### src/rtl/cv32e40p_apu_router_pkg.sv
// Shared APU constants and router types.
// The core-side APU widths live here so the core wrapper, the router and the
// accelerators agree on operand, opcode and flag sizes.
package cv32e40p_apu_router_pkg;

   localparam int APU_NARGS_CPU    = 3;
   localparam int APU_WOP_CPU      = 6;
   localparam int APU_NDSFLAGS_CPU = 15;
   localparam int APU_NUSFLAGS_CPU = 5;

   // Largest channel count the router is meant to be built with.
   localparam int APU_ROUTER_MAX_CH = 8;

   // One result record as it travels back towards the core.
   typedef struct packed {
      logic [31:0]                 result;
      logic [APU_NUSFLAGS_CPU-1:0] rflags;
   } apu_rsp_t;

endpackage

### src/rtl/cv32e40p_apu_router_fifo.sv
// Small synchronous FIFO used for the issue-order queue and the per-channel
// response buffers. A push at full is accepted only when a pop happens in the
// same cycle; a pop at empty is ignored (no write-through).
module cv32e40p_apu_router_fifo #(
   parameter int WIDTH = 8,
   parameter int DEPTH = 4
) (
   input  logic             clk,
   input  logic             rst,
   input  logic             push,
   input  logic [WIDTH-1:0] wdata,
   input  logic             pop,
   output logic [WIDTH-1:0] rdata,
   output logic             full,
   output logic             empty
);

   localparam int AW = (DEPTH > 1) ? $clog2(DEPTH) : 1;
   localparam int CW = $clog2(DEPTH + 1);

   logic [WIDTH-1:0] mem [DEPTH];
   logic [AW-1:0]    wr_ptr;
   logic [AW-1:0]    rd_ptr;
   logic [CW-1:0]    count;
   logic             do_push;
   logic             do_pop;

   function automatic logic [AW-1:0] next_ptr(input logic [AW-1:0] p);
      return (p == AW'(DEPTH - 1)) ? '0 : p + AW'(1);
   endfunction

   assign empty   = (count == '0);
   assign full    = (count == CW'(DEPTH));
   assign do_pop  = pop & ~empty;
   assign do_push = push & (~full | do_pop);
   assign rdata   = mem[rd_ptr];

   // Pointer and occupancy bookkeeping.
   always_ff @(posedge clk) begin
      if (rst) begin
         wr_ptr <= '0;
         rd_ptr <= '0;
         count  <= '0;
      end else begin
         if (do_push) wr_ptr <= next_ptr(wr_ptr);
         if (do_pop)  rd_ptr <= next_ptr(rd_ptr);
         if (do_push && !do_pop)      count <= count + CW'(1);
         else if (do_pop && !do_push) count <= count - CW'(1);
      end
   end

   // Storage array; contents need no reset because occupancy gates every read.
   always_ff @(posedge clk) begin
      if (do_push) mem[wr_ptr] <= wdata;
   end

endmodule

### src/rtl/cv32e40p_apu_router.sv
// Multi-channel APU dispatcher: routes core requests to the channel named by
// apu_chan_i and returns results to the core strictly in issue order.
// Optional feature macro: CV32E40P_APU_ROUTER_ERR_RSP_EN -- when defined, a
// request to a non-existent channel is granted and answered with result 0 and
// all-ones flags; when undefined, such a request is simply never granted.
module cv32e40p_apu_router
   import cv32e40p_apu_router_pkg::*;
#(
   parameter int NUM_CHANNELS    = 2,
   parameter int MAX_OUTSTANDING = 4,
   parameter int RSP_DEPTH       = 2,
   parameter int NARGS           = APU_NARGS_CPU,
   parameter int WOP             = APU_WOP_CPU,
   parameter int NDSFLAGS        = APU_NDSFLAGS_CPU,
   parameter int NUSFLAGS        = APU_NUSFLAGS_CPU,
   localparam int CH_W           = $clog2(NUM_CHANNELS + 1)
) (
   input  logic                               clk_i,
   input  logic                               rst_i,
   input  logic                               apu_req_i,
   input  logic [CH_W-1:0]                    apu_chan_i,
   input  logic [NARGS-1:0][31:0]             apu_operands_i,
   input  logic [WOP-1:0]                     apu_op_i,
   input  logic [NDSFLAGS-1:0]                apu_flags_i,
   output logic                               apu_gnt_o,
   output logic                               apu_rvalid_o,
   output logic [31:0]                        apu_result_o,
   output logic [NUSFLAGS-1:0]                apu_rflags_o,
   output logic [NUM_CHANNELS-1:0]            ch_req_o,
   input  logic [NUM_CHANNELS-1:0]            ch_gnt_i,
   output logic [NARGS-1:0][31:0]             ch_operands_o,
   output logic [WOP-1:0]                     ch_op_o,
   output logic [NDSFLAGS-1:0]                ch_flags_o,
   input  logic [NUM_CHANNELS-1:0]            ch_rvalid_i,
   input  logic [NUM_CHANNELS-1:0][31:0]      ch_result_i,
   input  logic [NUM_CHANNELS-1:0][NUSFLAGS-1:0] ch_rflags_i
);

   localparam int CR_W  = $clog2(RSP_DEPTH + 1);
   localparam int RSP_W = 32 + NUSFLAGS;

   logic [CR_W-1:0]         credit [NUM_CHANNELS];
   logic                    can_issue;
   logic                    issue;
   logic [NUM_CHANNELS-1:0] grant_vec;
   logic [CH_W-1:0]         ord_push_data;
   logic [CH_W-1:0]         ord_head;
   logic                    ord_full;
   logic                    ord_empty;
   logic                    retire;
   logic [NUM_CHANNELS-1:0] retire_vec;
   logic [RSP_W-1:0]        head_data;
   logic [NUM_CHANNELS-1:0] rsp_push;
   logic [NUM_CHANNELS-1:0] rsp_empty;
   logic [NUM_CHANNELS-1:0] rsp_full_unused;
   logic [RSP_W-1:0]        rsp_data [NUM_CHANNELS];

   // Every channel sees the same request fields; only ch_req_o selects one.
   assign ch_operands_o = apu_operands_i;
   assign ch_op_o       = apu_op_i;
   assign ch_flags_o    = apu_flags_i;

   // A slot in the order queue frees up in the same cycle the head retires.
   assign can_issue = ~rst_i & (~ord_full | retire);

   // Issue: steer the request to its channel if both order and credit allow.
   always_comb begin
      ch_req_o      = '0;
      ord_push_data = apu_chan_i;
      for (int c = 0; c < NUM_CHANNELS; c++) begin
         if (apu_req_i && can_issue && apu_chan_i == CH_W'(c) &&
             credit[c] < CR_W'(RSP_DEPTH)) begin
            ch_req_o[c] = 1'b1;
         end
      end
      grant_vec = ch_req_o & ch_gnt_i;
      issue     = |grant_vec;
`ifdef CV32E40P_APU_ROUTER_ERR_RSP_EN
      if (apu_req_i && can_issue && int'(apu_chan_i) >= NUM_CHANNELS) begin
         issue         = 1'b1;
         ord_push_data = CH_W'(NUM_CHANNELS);
      end
`endif
   end

   assign apu_gnt_o = issue;

   // Retire: the oldest request completes once its channel has a result ready.
   always_comb begin
      retire_vec = '0;
      head_data  = '0;
      for (int c = 0; c < NUM_CHANNELS; c++) begin
         if (ord_head == CH_W'(c)) begin
            head_data     = rsp_data[c];
            retire_vec[c] = ~ord_empty & ~rsp_empty[c] & ~rst_i;
         end
      end
      retire = |retire_vec;
`ifdef CV32E40P_APU_ROUTER_ERR_RSP_EN
      if (!ord_empty && !rst_i && int'(ord_head) >= NUM_CHANNELS) begin
         retire    = 1'b1;
         head_data = {32'h0, {NUSFLAGS{1'b1}}};
      end
`endif
   end

   assign apu_rvalid_o = retire;
   assign apu_result_o = retire ? head_data[RSP_W-1:NUSFLAGS] : '0;
   assign apu_rflags_o = retire ? head_data[NUSFLAGS-1:0]     : '0;

   // Per-channel in-flight credits: up on grant, down on retire.
   always_ff @(posedge clk_i) begin
      if (rst_i) begin
         for (int c = 0; c < NUM_CHANNELS; c++) credit[c] <= '0;
      end else begin
         for (int c = 0; c < NUM_CHANNELS; c++) begin
            credit[c] <= credit[c] + CR_W'(grant_vec[c]) - CR_W'(retire_vec[c]);
         end
      end
   end

   cv32e40p_apu_router_fifo #(
      .WIDTH (CH_W),
      .DEPTH (MAX_OUTSTANDING)
   ) u_order_fifo (
      .clk   (clk_i),
      .rst   (rst_i),
      .push  (issue),
      .wdata (ord_push_data),
      .pop   (retire),
      .rdata (ord_head),
      .full  (ord_full),
      .empty (ord_empty)
   );

   // Responses are only captured for channels with something in flight, so
   // results for requests issued before a reset are discarded.
   for (genvar c = 0; c < NUM_CHANNELS; c++) begin : g_rsp
      assign rsp_push[c] = ch_rvalid_i[c] & (credit[c] != '0) & ~rst_i;

      cv32e40p_apu_router_fifo #(
         .WIDTH (RSP_W),
         .DEPTH (RSP_DEPTH)
      ) u_rsp_fifo (
         .clk   (clk_i),
         .rst   (rst_i),
         .push  (rsp_push[c]),
         .wdata ({ch_result_i[c], ch_rflags_i[c]}),
         .pop   (retire_vec[c]),
         .rdata (rsp_data[c]),
         .full  (rsp_full_unused[c]),
         .empty (rsp_empty[c])
      );
   end

endmodule

### config.mk
export PLATFORM = sky130hd
export DESIGN_NAME = cv32e40p_apu_router
export DESIGN_NICKNAME = d
export VERILOG_FILES = /design/src/rtl/cv32e40p_apu_router_pkg.sv /design/src/rtl/cv32e40p_apu_router_fifo.sv /design/src/rtl/cv32e40p_apu_router.sv
export SDC_FILE = /design/constraint.sdc
export NUM_CORES = 1
export LEC_CHECK = 0
export ABC_CLOCK_PERIOD_IN_PS = 3730
export BUFFER_PORTS_ARGS = -buffer_cell sky130_fd_sc_hd__buf_2
export CORE_AREA = 2 2 138 140
export CTS_CLUSTER_SIZE = 30
export DETAILED_ROUTE_END_ITERATION = 6
export DIE_AREA = 0 0 140 142
export PLACE_DENSITY_LB_ADDON = 0.12
export SYNTH_ARGS = -nofsm -noshare
export SYNTH_HDL_FRONTEND = slang
export SYNTH_SLANG_ARGS = --single-unit
export TNS_END_PERCENT = 30
### constraint.sdc
create_clock -name clk_i -period 3.73 [get_ports clk_i]
set_clock_uncertainty 0.1 [all_clocks]
set_input_delay 0.373 -clock clk_i [delete_from_list [all_inputs] [get_ports clk_i]]
set_output_delay 0.373 -clock clk_i [all_outputs]
set_load 0.03 [all_outputs]
# Word level (Yosys, flattened, before mapping)
# Memories as Yosys holds them, arrays and structs flattened. A register that Yosys moved wholly into a read port is not among the register bits.
# Index checks and enable logic that the tools add are counted.
# totals
out_inout_bits	158
inputBits	200
reg_bits	15
ram_bits	160
n_memories	4
# classes
n_eq_ne	7
reduce_logical	29
order_cmp	2
add_sub_neg	16
n_mux	37
bitwise	29
# mem_list
name	words	word_bits	read_ports	rd_clocked_by_memory_dff	wr	line	text
g_rsp[0].u_rsp_fifo.mem	2	37	1	1	1	cv32e40p_apu_router_fifo.sv:21	logic [WIDTH-1:0] mem [DEPTH];
g_rsp[1].u_rsp_fifo.mem	2	37	1	1	1	cv32e40p_apu_router_fifo.sv:21	
u_order_fifo.mem	4	2	1	1	1	cv32e40p_apu_router_fifo.sv:21	
credit	2	2	2	0	2	cv32e40p_apu_router.sv:42	logic [CR_W-1:0] credit [NUM_CHANNELS];
# op_table
op	count
two-way mux 37 bit	2
two-way mux 32 bit	1
two-way mux 1 bit	21
two-way mux 2 bit	10
bitwise AND 1 bit	15
logical AND 1 bit	11
nonzero test 2 bit	5
adder 2 x 1 -> 2 bit, second input constant	4
== test 2 bit, second input constant	4
logical NOT 2 bit	4
NOT 1 bit	7
logical NOT 1 bit	6
two-way mux 3 bit	2
bitwise OR 1 bit	6
two-way mux 5 bit	1
adder 1 bit, second input constant	4
adder 2 x 1 -> 2 bit	2
== test 2 x 1 -> 1 bit, second input constant	2
< comparator 2 bit, second input constant	2
OR reduction 2 bit	2
subtractor 2 x 1 -> 2 bit	2
subtractor 2 x 1 -> 2 bit, second input constant	2
adder 3 x 1 -> 3 bit, second input constant	1
== test 3 bit, second input constant	1
other kinds (3)	3

# Longest topological paths before layout
# logic_depth
word_depth	19
ltp_mapped	11
depth_no_buf	9

# Modules after synthesis
# Synthesis repeated with hierarchy kept, for this count alone.
# unflattened
cells_unflattened	583
hier_area_um2	8389.3
# modules_own_cells
mod	instances	area_each_um2	cells_each
cv32e40p_apu_router_fifo (g_rsp[0].u_rsp_fifo ...)	2	2899.0	140
cv32e40p_apu_router	1	1819.2	246
cv32e40p_apu_router_fifo (u_order_fifo)	1	772.0	57

# Worst setup path before layout
# No wires, ideal clock.
# synth_timing
kind	input to register
startpoint	input rst_i
endpoint	register u_order_fifo.count[2]
path_stages	10
arrival_ps	2805
path_buffers	1
setup_time_ps	71
slack_ps	754
path_cell_list	clkbuf_1 -> or3b_2 -> a221oi_1 -> o31a_2 -> ha_1 -> inv_1 -> fa_1 -> xor2_1 -> or3_1 -> a21oi_1
# synth_via
elab_chain_cells	16
elab_cells_between_ends	26
classes_between	mux: 5; bitwise: 9; reduce/logical: 12
# synth_lines
item	line	text
from (decl)	cv32e40p_apu_router.sv:19	input logic rst_i,
NOT 1 bit (*)	cv32e40p_apu_router.sv:64, cv32e40p_apu_router.sv:95	
bitwise AND 1 bit	cv32e40p_apu_router.sv:95	retire_vec[c] = ~ord_empty & ~rsp_empty[c] & ~rst_i;
two-way mux 1 bit	cv32e40p_apu_router.sv:93	if (ord_head == CH_W'(c)) begin
OR reduction 2 bit	cv32e40p_apu_router.sv:98	retire = |retire_vec;
bitwise OR 1 bit	cv32e40p_apu_router.sv:64	assign can_issue = ~rst_i & (~ord_full | retire);
bitwise AND 1 bit	cv32e40p_apu_router.sv:64	
logical AND 1 bit (3 in a row)	cv32e40p_apu_router.sv:71	if (apu_req_i && can_issue && apu_chan_i == CH_W'(c) &&
two-way mux 1 bit	cv32e40p_apu_router.sv:71	
bitwise AND 2 bit	cv32e40p_apu_router.sv:76	grant_vec = ch_req_o & ch_gnt_i;
OR reduction 2 bit	cv32e40p_apu_router.sv:77	issue = |grant_vec;
bitwise AND 1 bit (*)	cv32e40p_apu_router_fifo.sv:35	assign do_push = push & (~full | do_pop);
named net u_order_fifo.do_push	cv32e40p_apu_router_fifo.sv:25	logic do_push;
logical NOT 1 bit	cv32e40p_apu_router_fifo.sv:48	else if (do_pop && !do_push) count <= count - CW'(1);
logical AND 1 bit	cv32e40p_apu_router_fifo.sv:48	
nonzero test 2 bit (no line)	-	
to (signal assigned)	cv32e40p_apu_router_fifo.sv:47	if (do_push && !do_pop) count <= count + CW'(1);
to (signal assigned)	cv32e40p_apu_router_fifo.sv:48	
to (decl)	cv32e40p_apu_router_fifo.sv:24	logic [CW-1:0] count;
# Mark *: on every way through the listed nets, which the timed path passes. The rest lies on a longest branch.
# A chain may end at the register's enable or synchronous reset.

==> results_dict.tcl <==
set metrics [dict create \
    yosysMostFrequentCell "edfxtp_1" \
    cts.repair.resized 0 \
    synth_top_area_share_pct 56.89 \
    die_h_microns 142 \
    hpwl_mm 13.53 \
    hold_path.class "primary input to flop" \
    synth_cell_types 50 \
    min_from "ch_rflags_i[5]" \
    clk_latency_ns 0.42 \
    num_io_pins 358 \
    ys_seq_elements 179 \
    postLayoutCellArea_sq_mm 0.008906 \
    crit_cells 6 \
    holdBufCountCts 0 \
    end_kind "output pin" \
    rr_endpoint "u_order_fifo.count[2]" \
    power.density_mw_per_mm2 468.1 \
    grt_pass1_vias 4659 \
    yosysTopAreaCell "edfxtp_1" \
    synth_common_cells "edfxtp_1, buf_4, a211oi_1" \
    crit_buf_inv 2 \
    ff_latch_area_sq_mm 0.005147 \
    syn_avg_cell_area_sq_um 13.98 \
    finalSetupViolCount 0 \
    grt-ovfl-total 0 \
    die_x_microns 140 \
    n_fill_cell 1606 \
    grt_pass1_wl_mm 27.37 \
    synth_fp_nets 802 \
    die-area_sq_mm 0.01988 \
    final_hold_viol_count 0 \
    fmax_mhz 296.0 \
    cts_max_level 4 \
    synthTopCellsByArea "edfxtp_1, buf_4, a211oi_1" \
    yosys_most_used_dff "edfxtp_1" \
    vdd_drop_max_mv 0.3232 \
    root_buffer "clkbuf_16" \
    drv_cap 0 \
    grtUsageTotal_pct 18.95 \
    clk_pin_slew_ns 0.07 \
    rows 50 \
    synth_edf_count 156 \
    grt_max_degree 50 \
    vias 4544 \
    status "finished with violations" \
    critPathKind "flop to output pin" \
    cp-endpoint "ch_req_o[1]" \
    cts_buffers 17 \
    numClockSinks 179 \
    async_reset_ff_share_pct 0 \
    cp_top_family "compound AO/OA/AOI/OAI gates" \
    setup_tns_ns 0 \
    violations "design-rule violations" \
    first_pass_iters 7 \
    synth_area_sq_mm 0.008234 \
    fin_crit_ns 3.379 \
    crit_arrival_ns 2.91 \
    nets 813 \
    drive_gt1_share_pct 31.32 \
    r2r_setup_slack_ns 0.59 \
    syn_to_final_growth_pct 8.160 \
    cts_max_path_buffers 2 \
    final_core_util_pct 48.26 \
    multiInputGateArea_sq_mm 0.002034 \
    tightest_slew_ns 0.9114 \
    seq_area_frac_synth_pct 62.48 \
    rsz0062_at_grt "no" \
    rr_worst_depth 9 \
    synthCells 589 \
    start_util_pct 44.62 \
    critPathSlowestCell "mux4_2" \
    crit_required_ns 3.26 \
    yosys_warnings 0 \
    numPortBuffers 123 \
    final_max_slew_viol_count 0 \
    antenna_found_initial 3 \
    wl_mm 18.80 \
    relSlewSlack_pct 39.24 \
    crit_fanout 14 \
    cp-start-kind "flop" \
    drt_iter0_markers 250 \
    viasPerCell 5.346 \
    cts_setup_buffers 0 \
    routedWlPerCell_microns 22.11 \
    place_area_sq_mm 0.008278 \
    drc 50 \
    gp_congestion 0.7659 \
    fin_crit_sh_pct 90.58 \
    crit_chain "mux4_2 -> nor3_2 -> o21bai_4 -> buf_4 -> a2111oi_2 -> buf_2" \
    slowest_delay_ns 0.59 \
    core_sq_mm 0.01846 \
    p_leak_nw 3.176 \
    detail-route-antenna-nets 0 \
    cts_tree "yes" \
]
==> sequential cells by signal, summed over array words and instances, names as in the netlist, 3 cells and up, named ones only <==
name and cells:
credit 4, u_order_fifo.count 3, g_rsp.u_rsp_fifo.mem 148, g_rsp.u_rsp_fifo.count 4, u_order_fifo.mem 8
==> through the flow <==
stage | instances | total power, mW | setup WS (ns) | hold WS, ns
finish | 850 | 4.169 | 0.3514 | 0.03243
global route | 848 | 4.302 | 0.1741 | 0.005674
CTS | 847 | 4.205 | 0.3014 | 0.01034
detailed placement | 815 | 2.339 | 0.4748 | 0.3941
global placement | 815 | 2.334 | 0.5925 | 0.3803
floorplan | 589 | 2.504 | 0.7538 | 0.3666
==> cells by family (layout without fill, tap and decap cells) <==
logic type / after synthesis / in the layout / synth area share [%]
XOR/XNOR: 12 / 12 / 1.276
multiplexers: 44 / 44 / 5.759
adder cells (fa/ha/maj): 13 / 13 / 2.067
AND/OR/NAND/NOR: 84 / 84 / 6.321
AO/OA/AOI/OAI: 98 / 98 / 9.269
other: 0 / 3 / 0
flip-flops: 179 / 179 / 62.48
buffers and inverters: 159 / 183 / 12.82
==> placed cells by master (no fill, tap or decap), types with 2 or more instances in the layout <==
master,synthesis,layout
mux2i_1,38,38
inv_1,13,12
or3_1,3,3
clkinv_4,0,2
nor3_1,2,2
a211oi_1,76,76
edfxtp_1,156,156
and2_1,5,5
buf_12,0,2
clkbuf_16,0,17
dfxtp_1,23,21
a21oi_1,4,4
or3b_2,2,2
bufinv_16,0,3
ha_1,12,12
a2111oi_2,2,2
diode_2,0,3
buf_4,117,12
nor2b_1,44,44
inv_8,0,2
mux2_2,3,3
nor4_2,2,2
xor2_1,8,8
buf_2,6,123
dfxtp_2,0,2
o21ai_0,3,3
xnor2_1,4,4
nor3b_1,2,2
nor2_1,15,15
mux4_2,2,2
inv_6,1,7
o21bai_1,2,2
==> area by class of cell <==
class,instances,share of cell area [%]
diodes,3,0.08429
clock buffers,17,4.777
clock inverters,15,2.192
inverters,14,0.6462
multi-input cells,251,22.84
flip-flops and latches,179,57.80
well taps,234,3.287
repair buffers,137,8.373
==> power by group <==
part | total [mW] | switching, mW | internal, mW
logic | 0.109 | 0.0602 | 0.0487
clock network | 1.87 | 0.796 | 1.08
registers | 2.19 | 0.00480 | 2.18
==> metal layers <==
layer  vias to the layer above  GRT usage [%]  wire length, microns
met1                      2144          20.23                  6835
met4                         4          9.729                   762
met3                        74          10.40                  2091
met5                         -          4.261                   113
met2                       221          30.08                  8993
li1                       2101              -                     -
==> worst min path at each step <==
stage                                endpoint  slack, ns  depth (start not counted)
4_1_cts        g_rsp[1].u_rsp_fifo.mem[1][26]       0.01                          1
3_5_place_dp     g_rsp[1].u_rsp_fifo.count[1]       0.39                          2
5_1_grt        g_rsp[1].u_rsp_fifo.mem[0][35]      0.006                          1
3_3_place_gp     g_rsp[0].u_rsp_fifo.count[1]       0.38                          2
6_report        g_rsp[1].u_rsp_fifo.mem[0][0]       0.03                          1
2_1_floorplan    g_rsp[0].u_rsp_fifo.count[1]       0.37                          2
(Power assumes the default switching activity.)
